<file path="config.mk">
export PLATFORM = sky130hd
export DESIGN_NAME = nco_sample_gen_flat
export DESIGN_NICKNAME = d
export VERILOG_FILES = /design/src/rtl/nco_sample_gen_if.sv /design/src/rtl/nco_sample_gen.sv /design/src/flat_wrapper.sv
export SDC_FILE = /design/constraint.sdc
export NUM_CORES = 1
export LEC_CHECK = 0
export ABC_AREA = 1
export CAP_MARGIN = 20
export CORE_AREA = 2 2 121 123
export DETAILED_ROUTE_END_ITERATION = 8
export DIE_AREA = 0 0 123 125
export PLACE_DENSITY = 0.79
export SLEW_MARGIN = 20
export SYNTH_ARGS = -nofsm -noshare
export SYNTH_HDL_FRONTEND = slang
export SYNTH_SLANG_ARGS = --single-unit
</file>
<file path="constraint.sdc">
create_clock -name clk -period 12.6 [get_ports clk]
set_input_delay 1.26 -clock clk [delete_from_list [all_inputs] [get_ports clk]]
set_output_delay 1.26 -clock clk [all_outputs]
set_load 0.03 [all_outputs]
</file>
<file path="src/rtl/nco_sample_gen_if.sv">
// Control and status bundle for the NCO sample-enable generator.
// The clock-recovery loop drives the master side; the generator is the slave.
interface nco_sample_gen_if #(
    parameter int DIFF_W = 5,
    parameter int CORR_W = 8,
    parameter int IDX_W  = 4
);
    logic                     speed_up;
    logic                     slow_down;
    logic [DIFF_W-1:0]        diff_amt;
    logic                     clear_corr;
    logic                     resync;
    logic                     enb;
    logic [IDX_W-1:0]         sample_idx;
    logic                     bit_tick;
    logic                     mid_tick;
    logic signed [CORR_W-1:0] corr;
    logic                     corr_sat;

    modport master (
        output speed_up, slow_down, diff_amt, clear_corr, resync,
        input  enb, sample_idx, bit_tick, mid_tick, corr, corr_sat
    );

    modport slave (
        input  speed_up, slow_down, diff_amt, clear_corr, resync,
        output enb, sample_idx, bit_tick, mid_tick, corr, corr_sat
    );
endinterface

</file>
<file path="src/rtl/nco_sample_gen.sv">
// Phase-accumulator sample-enable generator with saturating rate correction,
// phase resync, per-bit sample index and mid/end-of-bit ticks.
module nco_sample_gen #(
    parameter int unsigned CLKFREQ     = 100_000_000,
    parameter int unsigned BAUD        = 50_000,
    parameter int unsigned SAMPLE_FREQ = 16,
    parameter int          ACC_W       = 32,
    parameter int unsigned STEP_HZ     = BAUD / 10,
    parameter int          MAX_STEPS   = 10,
    parameter int          DIFF_W      = 5,
    parameter int          CORR_W      = 8
) (
    input  logic            clk,
    input  logic            reset,
    nco_sample_gen_if.slave bus
);
    localparam int IDX_W = $clog2(SAMPLE_FREQ);
    localparam int SUM_W = CORR_W + DIFF_W + 1;

    localparam logic [63:0] NOM_INC64 =
        ((64'(SAMPLE_FREQ) * 64'(BAUD)) << ACC_W) / 64'(CLKFREQ);
    localparam logic [63:0] STEP_INC64 = (64'(STEP_HZ) << ACC_W) / 64'(CLKFREQ);
    localparam logic [ACC_W-1:0] NOM_INC  = NOM_INC64[ACC_W-1:0];
    localparam logic [ACC_W-1:0] STEP_INC = STEP_INC64[ACC_W-1:0];
    localparam logic [ACC_W-1:0] HALF_PHASE = {1'b1, {(ACC_W-1){1'b0}}};

    localparam logic signed [SUM_W-1:0] MAX_S = SUM_W'(MAX_STEPS);
    localparam logic signed [SUM_W-1:0] MIN_S = -MAX_S;

    localparam logic [IDX_W-1:0] IDX_LAST = IDX_W'(SAMPLE_FREQ - 1);
    localparam logic [IDX_W-1:0] IDX_MID  = IDX_W'(SAMPLE_FREQ / 2 - 1);

    logic [ACC_W-1:0]         acc_q;
    logic [ACC_W-1:0]         inc_q;
    logic [ACC_W:0]           sum;
    logic                     enb_q;
    logic                     bit_tick_q;
    logic                     mid_tick_q;
    logic [IDX_W-1:0]         idx_q;
    logic [IDX_W-1:0]         idx_inc;
    logic signed [CORR_W-1:0] corr_q;
    logic                     corr_sat_q;

    logic signed [SUM_W-1:0]  corr_ext;
    logic signed [SUM_W-1:0]  diff_ext;
    logic signed [SUM_W-1:0]  corr_sum;
    logic signed [SUM_W-1:0]  corr_nxt;
    logic signed [63:0]       inc_wide;

    // Rate follows the registered correction, so a request reaches the adder two edges later.
    always_comb begin
        inc_wide = $signed({{(64-ACC_W){1'b0}}, NOM_INC})
                 + $signed({{(64-CORR_W){corr_q[CORR_W-1]}}, corr_q})
                 * $signed({{(64-ACC_W){1'b0}}, STEP_INC});
    end

    assign sum     = {1'b0, acc_q} + {1'b0, inc_q};
    assign idx_inc = idx_q + 1'b1;

    always_ff @(posedge clk) begin
        if (reset) begin
            acc_q      <= '0;
            inc_q      <= NOM_INC;
            enb_q      <= 1'b0;
            bit_tick_q <= 1'b0;
            mid_tick_q <= 1'b0;
            idx_q      <= IDX_LAST;
        end else begin
            inc_q <= inc_wide[ACC_W-1:0];
            if (bus.resync) begin
                // Restart mid-sample and drop any carry from this cycle's add.
                acc_q      <= HALF_PHASE;
                enb_q      <= 1'b0;
                bit_tick_q <= 1'b0;
                mid_tick_q <= 1'b0;
                idx_q      <= IDX_LAST;
            end else begin
                acc_q      <= sum[ACC_W-1:0];
                enb_q      <= sum[ACC_W];
                bit_tick_q <= sum[ACC_W] && (idx_inc == IDX_LAST);
                mid_tick_q <= sum[ACC_W] && (idx_inc == IDX_MID);
                if (sum[ACC_W])
                    idx_q <= idx_inc;
            end
        end
    end

    // Sums are wide enough that no request can wrap before the clamp.
    always_comb begin
        corr_ext = $signed({{(SUM_W-CORR_W){corr_q[CORR_W-1]}}, corr_q});
        diff_ext = $signed({{(SUM_W-DIFF_W){1'b0}}, bus.diff_amt});
        corr_sum = corr_ext;
        if (bus.speed_up && !bus.slow_down)
            corr_sum = corr_ext + diff_ext;
        else if (bus.slow_down && !bus.speed_up)
            corr_sum = corr_ext - diff_ext;
        if (corr_sum > MAX_S)
            corr_nxt = MAX_S;
        else if (corr_sum < MIN_S)
            corr_nxt = MIN_S;
        else
            corr_nxt = corr_sum;
    end

    always_ff @(posedge clk) begin
        if (reset || bus.clear_corr) begin
            corr_q     <= '0;
            corr_sat_q <= 1'b0;
        end else begin
            corr_q     <= corr_nxt[CORR_W-1:0];
            corr_sat_q <= (corr_nxt == MAX_S) || (corr_nxt == MIN_S);
        end
    end

    assign bus.enb        = enb_q;
    assign bus.sample_idx = idx_q;
    assign bus.bit_tick   = bit_tick_q;
    assign bus.mid_tick   = mid_tick_q;
    assign bus.corr       = corr_q;
    assign bus.corr_sat   = corr_sat_q;
endmodule

</file>
<file path="src/flat_wrapper.sv">
// flat-port wrapper written by rule: the top's interface ports become plain ports
module nco_sample_gen_flat 
#(
    parameter int unsigned CLKFREQ     = 100_000_000,
    parameter int unsigned BAUD        = 50_000,
    parameter int unsigned SAMPLE_FREQ = 16,
    parameter int          ACC_W       = 32,
    parameter int unsigned STEP_HZ     = BAUD / 10,
    parameter int          MAX_STEPS   = 10,
    parameter int          DIFF_W      = 5,
    parameter int          CORR_W      = 8
)
  (clk, reset, bus_speed_up, bus_slow_down, bus_diff_amt, bus_clear_corr, bus_resync, bus_enb, bus_sample_idx, bus_bit_tick, bus_mid_tick, bus_corr, bus_corr_sat);
  nco_sample_gen_if #(.DIFF_W(DIFF_W), .CORR_W(CORR_W), .IDX_W(4)) bus_i ();
  input  logic clk;
  input  logic reset;
  input wire logic [$bits(bus_i.speed_up)-1:0] bus_speed_up;
  input wire logic [$bits(bus_i.slow_down)-1:0] bus_slow_down;
  input wire logic [$bits(bus_i.diff_amt)-1:0] bus_diff_amt;
  input wire logic [$bits(bus_i.clear_corr)-1:0] bus_clear_corr;
  input wire logic [$bits(bus_i.resync)-1:0] bus_resync;
  output wire logic [$bits(bus_i.enb)-1:0] bus_enb;
  output wire logic [$bits(bus_i.sample_idx)-1:0] bus_sample_idx;
  output wire logic [$bits(bus_i.bit_tick)-1:0] bus_bit_tick;
  output wire logic [$bits(bus_i.mid_tick)-1:0] bus_mid_tick;
  output wire logic [$bits(bus_i.corr)-1:0] bus_corr;
  output wire logic [$bits(bus_i.corr_sat)-1:0] bus_corr_sat;
  assign bus_i.speed_up = bus_speed_up;
  assign bus_i.slow_down = bus_slow_down;
  assign bus_i.diff_amt = bus_diff_amt;
  assign bus_i.clear_corr = bus_clear_corr;
  assign bus_i.resync = bus_resync;
  assign bus_enb = bus_i.enb;
  assign bus_sample_idx = bus_i.sample_idx;
  assign bus_bit_tick = bus_i.bit_tick;
  assign bus_mid_tick = bus_i.mid_tick;
  assign bus_corr = bus_i.corr;
  assign bus_corr_sat = bus_i.corr_sat;
  nco_sample_gen #(.CLKFREQ(CLKFREQ), .BAUD(BAUD), .SAMPLE_FREQ(SAMPLE_FREQ), .ACC_W(ACC_W), .STEP_HZ(STEP_HZ), .MAX_STEPS(MAX_STEPS), .DIFF_W(DIFF_W), .CORR_W(CORR_W)) u_core (.clk(clk), .reset(reset), .bus(bus_i));
endmodule
</file>
Yosys cells after proc, flatten, opt, wreduce, memory -nomap -nowiden
Cells that the tools add are included.
- flip-flop bits (word level): 80
- bits in read-only memories: 0
- bits in latches: 0
- logic and storage cells: 35
- memories: 0
- memory bits (writable): 0
- add/sub/neg operators: 5
- $lt $le $gt $ge: 2
- equality and inequality tests: 4
- multipliers: 1
- mux-type cells: 5
- div/mod/pow operators: 0
- reductions and logical operators: 9
- bitwise gates (word level): 0
- shift-type cells: 0
- operator list (operator ; count):
    14-bit two-way mux ; 4
    32-bit by 32-bit adder with 33-bit output ; 1
    27-bit by 32-bit adder with 32-bit output (first input constant) ; 1
    32-bit two-way mux ; 1
    14-bit by 5-bit equality test with 1-bit output (second input constant) ; 2
    8-bit by 17-bit multiplier with 25-bit output (second input constant) ; 1
    14-bit by 5-bit greater-than comparator with 1-bit output (second input constant) ; 1
    14-bit by 5-bit less-than comparator with 1-bit output (second input constant) ; 1
    8-bit by 6-bit adder with 9-bit output ; 1
    8-bit by 6-bit subtractor with 9-bit output ; 1
    4-bit by 1-bit adder with 4-bit output (second input constant) ; 1
    4-bit by 3-bit equality test with 1-bit output (second input constant) ; 1
    4-bit equality test (second input constant) ; 1
    1-bit logical AND ; 4
    1-bit logical NOT ; 2
    1-bit logical OR ; 2
    2-bit OR reduction ; 1

Longest topological paths before layout
- word-level depth: 9
- depth in mapped cells: 26

Worst setup path before layout
No wires, ideal clock.
- path kind: register -> register
- start: register u_core.corr_q[1] (netlist: u_core.bus.corr[1])
- end: register u_core.inc_q[25]
- data arrival time: 4.629 ns
- library setup time: 0.121 ns
- buffers on the path: 0
- path slack: 7.850 ns
- cell stages (with the launch flop): 23
- period minus slack after synthesis: 4.750 ns
- required time: 12.479 ns
- cells stage by stage: dfxtp_1 inv_1 ha_1 inv_1 fa_1 inv_1 fa_1 inv_1 fa_1 inv_1 ha_1 a21oi_2 o21ai_1 nand2_1 nand4_1 nand2_4 nand2_2 nor2_4 nand2_4 nand2_8 nand3_4 a21oi_1 o21ai_1
- word-level cells in the longest chain between the ends: 2
- RTL lines (element ; line ; RTL):
    start: declaration ; nco_sample_gen.sv:41 ; logic signed [CORR_W-1:0] corr_q;
    start signal: assignment ; nco_sample_gen.sv:110 ; corr_q <= corr_nxt[CORR_W-1:0];
    8-bit by 17-bit multiplier with 25-bit output ; nco_sample_gen.sv:54 ; * $signed({{(64-ACC_W){1'b0}}, STEP_INC});
    27-bit by 32-bit adder with 32-bit output ; nco_sample_gen.sv:53 ; + $signed({{(64-CORR_W){corr_q[CORR_W-1]}}, corr_q})
    end signal: assignment ; nco_sample_gen.sv:69 ; inc_q <= inc_wide[ACC_W-1:0];
    end: declaration ; nco_sample_gen.sv:34 ; logic [ACC_W-1:0] inc_q;
Every way passes these cells.
A chain may end at the register's enable or synchronous reset.

Worst setup path in the final report
Ends and elaborated chain as after synthesis.

==> key figures <==
Yosys
  • Synth area leader: dfxtp_1
  • Yosys warnings: 0
  • Distinct cells, synth: 46
  • Post-synth EDFFs: 0
  • Top cells by area, synth: dfxtp_1, ha_1, nand2_1, inv_1, fa_1
  • Most frequent cell after synthesis: nand2_1
  • Mean Syn Cell Area: about 7 um2
  • Yosys reg bits: slightly below 80
  • Sequential area share after synthesis: around a fifth
  • Ys flop type: dfxtp_1
  • Ys async rst share: 0%
  • Commonest cells post-synth: nand2_1, inv_1, ha_1
  • Post-synth top area share: between 20% and 30%
  • Post-Syn Nets: around 1200
  • Area of the mapped netlist: roughly 7600 um2
  • Post-Syn Instances: 1082

CTS
  • Clk sinks: 77
  • CTS Hold Bufs: 0
  • Root Buffer: clkbuf_16
  • Clock-pin slew on the worst setup and hold paths: roughly 0.060 ns
  • CTS H-tree depth: 3
  • CTS tree: yes
  • Clk buf depth: 2
  • Post-CTS resize count: 0
  • Clk Latency, worst-skew pair: 0.35 ns
  • Post-CTS Setup Bufs: 0
  • CTS buffer count: 9

Setup path
  • Most common cell on crit path: inv_1
  • Crit-path max FO: 10
  • Reg2reg start: u_core.bus.corr[1]
  • Kind of critical path: reg2reg
  • Crit path largest cell delay: roughly 0.67 ns
  • CP Capture Type: register
  • CP Cell Sequence: inv_1, ha_1, inv_1, fa_1, inv_1, fa_1, inv_1, fa_1, inv_1, ha_1, nand2_2, nor2_1, nand2_1, nand2_1, nand3_1, nand2_1, nand2_1, nand2_1, inv_1, nor2_2, nand3_4, a21oi_1, o21ai_1
  • CP arrival: between 5 and 6 ns
  • CP Data Required Time: 12.83 ns
  • Startpoint types: register
  • Worst setup startpoint: u_core.bus.corr[1]
  • Crit-path slowest cell: dfxtp_1
  • CP delay by family, top: adder cells
  • CP bufs+invs: 6

Layout
  • Share of cells above drive strength 1: under 10%
  • Post-layout util: approximately three fifths
  • Fill count: 1358
  • Layout area overhead: 10.1%
  • Diodes inserted: 0
  • Post-route insts no fill: around 1300
  • Nets: 1262

Pwr
  • Leak: about 4.4 nW
  • PwrDens: roughly 130 nW/um2
  • Max VDD drop: 0.0000695 V
  • Tot Pwr: 1.09 mW

Timing
  • Setup TNS: 0 ns
  • Max-Slew Margin vs Limit: roughly 36%
  • Minimum clock period: between 5 and 6 ns
  • Fin. max-slew vios: 0
  • Worst Max-Slew Pin Slew: roughly 0.95 ns
  • Endpoints failing setup: 0
  • Worst-case clock skew: about 0.0085 ns
  • Final Hold Violating Endpoints: 0
  • Hold slack: roughly 0.44 ns
  • Max Fclk: 195 MHz
  • Period utilisation layout: between 40% and 50%
  • RSZ-0062 raised after global routing: false

Global routing
  • Vias in the first global route: ~6800
  • Global-route wire length before repair: ~31000 um
  • Initial antenna violation count: 0
  • GRT overflow: 0
  • GRT Total Usage: 25.0%
  • Pin count of the biggest net entering global routing: 27

Route
  • Antenna Nets Post-Route: 0
  • Drt wl/cell: 13.9 um
  • DRC errors left: 0
  • 1st-pass router iterations: 5
  • Vias: 6951
  • Vias/cell: ~5.4
  • DRT iter0 DRCs: ~450
  • DRT Wirelength: 18100 um

Place
  • Routability cong.: approximately 0.96
  • Placed Instances: about 1300
  • IO buf count: 26
  • DP HPWL: 14700 um

Run
  • MaxCap Viol Count: 0

Floorplanning
  • Starting Density: 53.4%
  • # rows: 44
  • Die area: ~15000 um2
  • IO Pins: 27
  • Die Y: 125 um
  • Core ar.: roughly 14000 um2
  • Die width: 123 um

Hold path
  • Hold Crit Class: reg2reg
  • HP Start: u_core.acc_q[1]

Outcome
  • Status: complete, no violations
## path summary, 6_finish.rpt
| path | endpoint | slack [ns] | cells past startpoint |
|---|---|---|---|
| worst min-delay path | u_core.acc_q[1] | 0.44 | 1 |
| worst min register to register | u_core.acc_q[1] | 0.44 | 1 |
| worst max-delay path | u_core.inc_q[25] | 7.46 | 23 |
| worst max register to register | u_core.inc_q[25] | 7.46 | 23 |
## sequential cells by signal, indices dropped and copies added (netlist names)
signal and count:
u_core.bus.corr 8, u_core.bus.corr_sat 1, u_core.bus.sample_idx 4, u_core.bus.enb 1, u_core.acc_q 31, u_core.bus.mid_tick 1
u_core.bus.bit_tick 1, u_core.inc_q 30
## cells in the final DEF, fill, tap and decap left out, types with 3 or more instances in the layout
cell,synthesis,routed
fa_1,35,35
a21o_1,4,4
nand4_1,17,17
nor2_4,3,3
a21boi_0,4,4
nor3_1,12,12
nand2_2,9,9
nor3_2,5,5
nand3_2,4,4
nor2_2,5,5
inv_1,191,191
o21ai_1,11,11
nor2_1,89,89
xor2_1,7,7
nand2_4,4,4
o211ai_1,3,3
o21ai_0,56,56
clkbuf_16,0,9
a21oi_1,100,100
nand2_1,217,217
o21a_1,6,6
a31oi_1,4,4
o21bai_1,7,7
nand3_1,69,69
ha_1,106,106
clkdlybuf4s50_1,0,26
dfxtp_1,77,77
or2_2,6,6
## area by class of cell
class                      count  area (um2)  area share (%)
clock buffer                  10         239            2.86
inverter                     194         728            8.72
multi-input combinational    801        5260            63.0
tap                          184         230            2.76
sequential                    77        1540            18.5
timing repair buffer          27         268            3.21
clock inverter                 5        83.8            1.00
## report_power, final
part	internal (mW)	switching (mW)
clock network	0.178	0.109
logic	0.171	0.327
registers	0.281	0.0214
total	0.631	0.457
## per-layer routing
| layer | global-route usage, % | share of wire, % |
|---|---|---|
| met1 | 29.9 | 42 |
| met2 | 43.3 | 49 |
| met3 | 3.83 | 4.3 |
| met4 | 12.4 | 4.5 |
| met5 | 0 | 0 |
## worst reg2reg max path, stage by stage, from the launching register on
cell	delay (ns)
dfxtp_1	0.67
inv_1	0.22
ha_1	0.44
inv_1	0.16
fa_1	0.56
inv_1	0.05
fa_1	0.47
inv_1	0.05
fa_1	0.52
inv_1	0.04
ha_1	0.43
nand2_2	0.11
nor2_1	0.14
nand2_1	0.08
nand2_1	0.12
nand3_1	0.13
nand2_1	0.12
nand2_1	0.06
nand2_1	0.08
inv_1	0.08
nor2_2	0.16
nand3_4	0.13
a21oi_1	0.13
o21ai_1	0.08
## stage by stage
| stage | setup WS [ns] | cell area, um2 |
|---|---|---|
| 2_1_floorplan | 7.85 | 7580 |
| 3_3_place_gp | 7.50 | 8030 |
| 3_5_place_dp | 7.46 | 8030 |
| 4_1_cts | 7.45 | 8350 |
| 5_1_grt | 7.08 | 8350 |
| 6_report | 7.46 | 8350 |
## cell families after synthesis
| logic type | count (synthesis) | share of synthesized area, % |
|---|---|---|
| buf+inv | 204 | 10.3 |
| compound gates | 204 | 14.8 |
| flops | 77 | 20.3 |
| xor+xnor | 10 | 1.25 |
| fa+ha+maj | 141 | 26.7 |
| simple gates | 446 | 26.6 |
No activity file was read; power rests on OpenSTA's default activity.
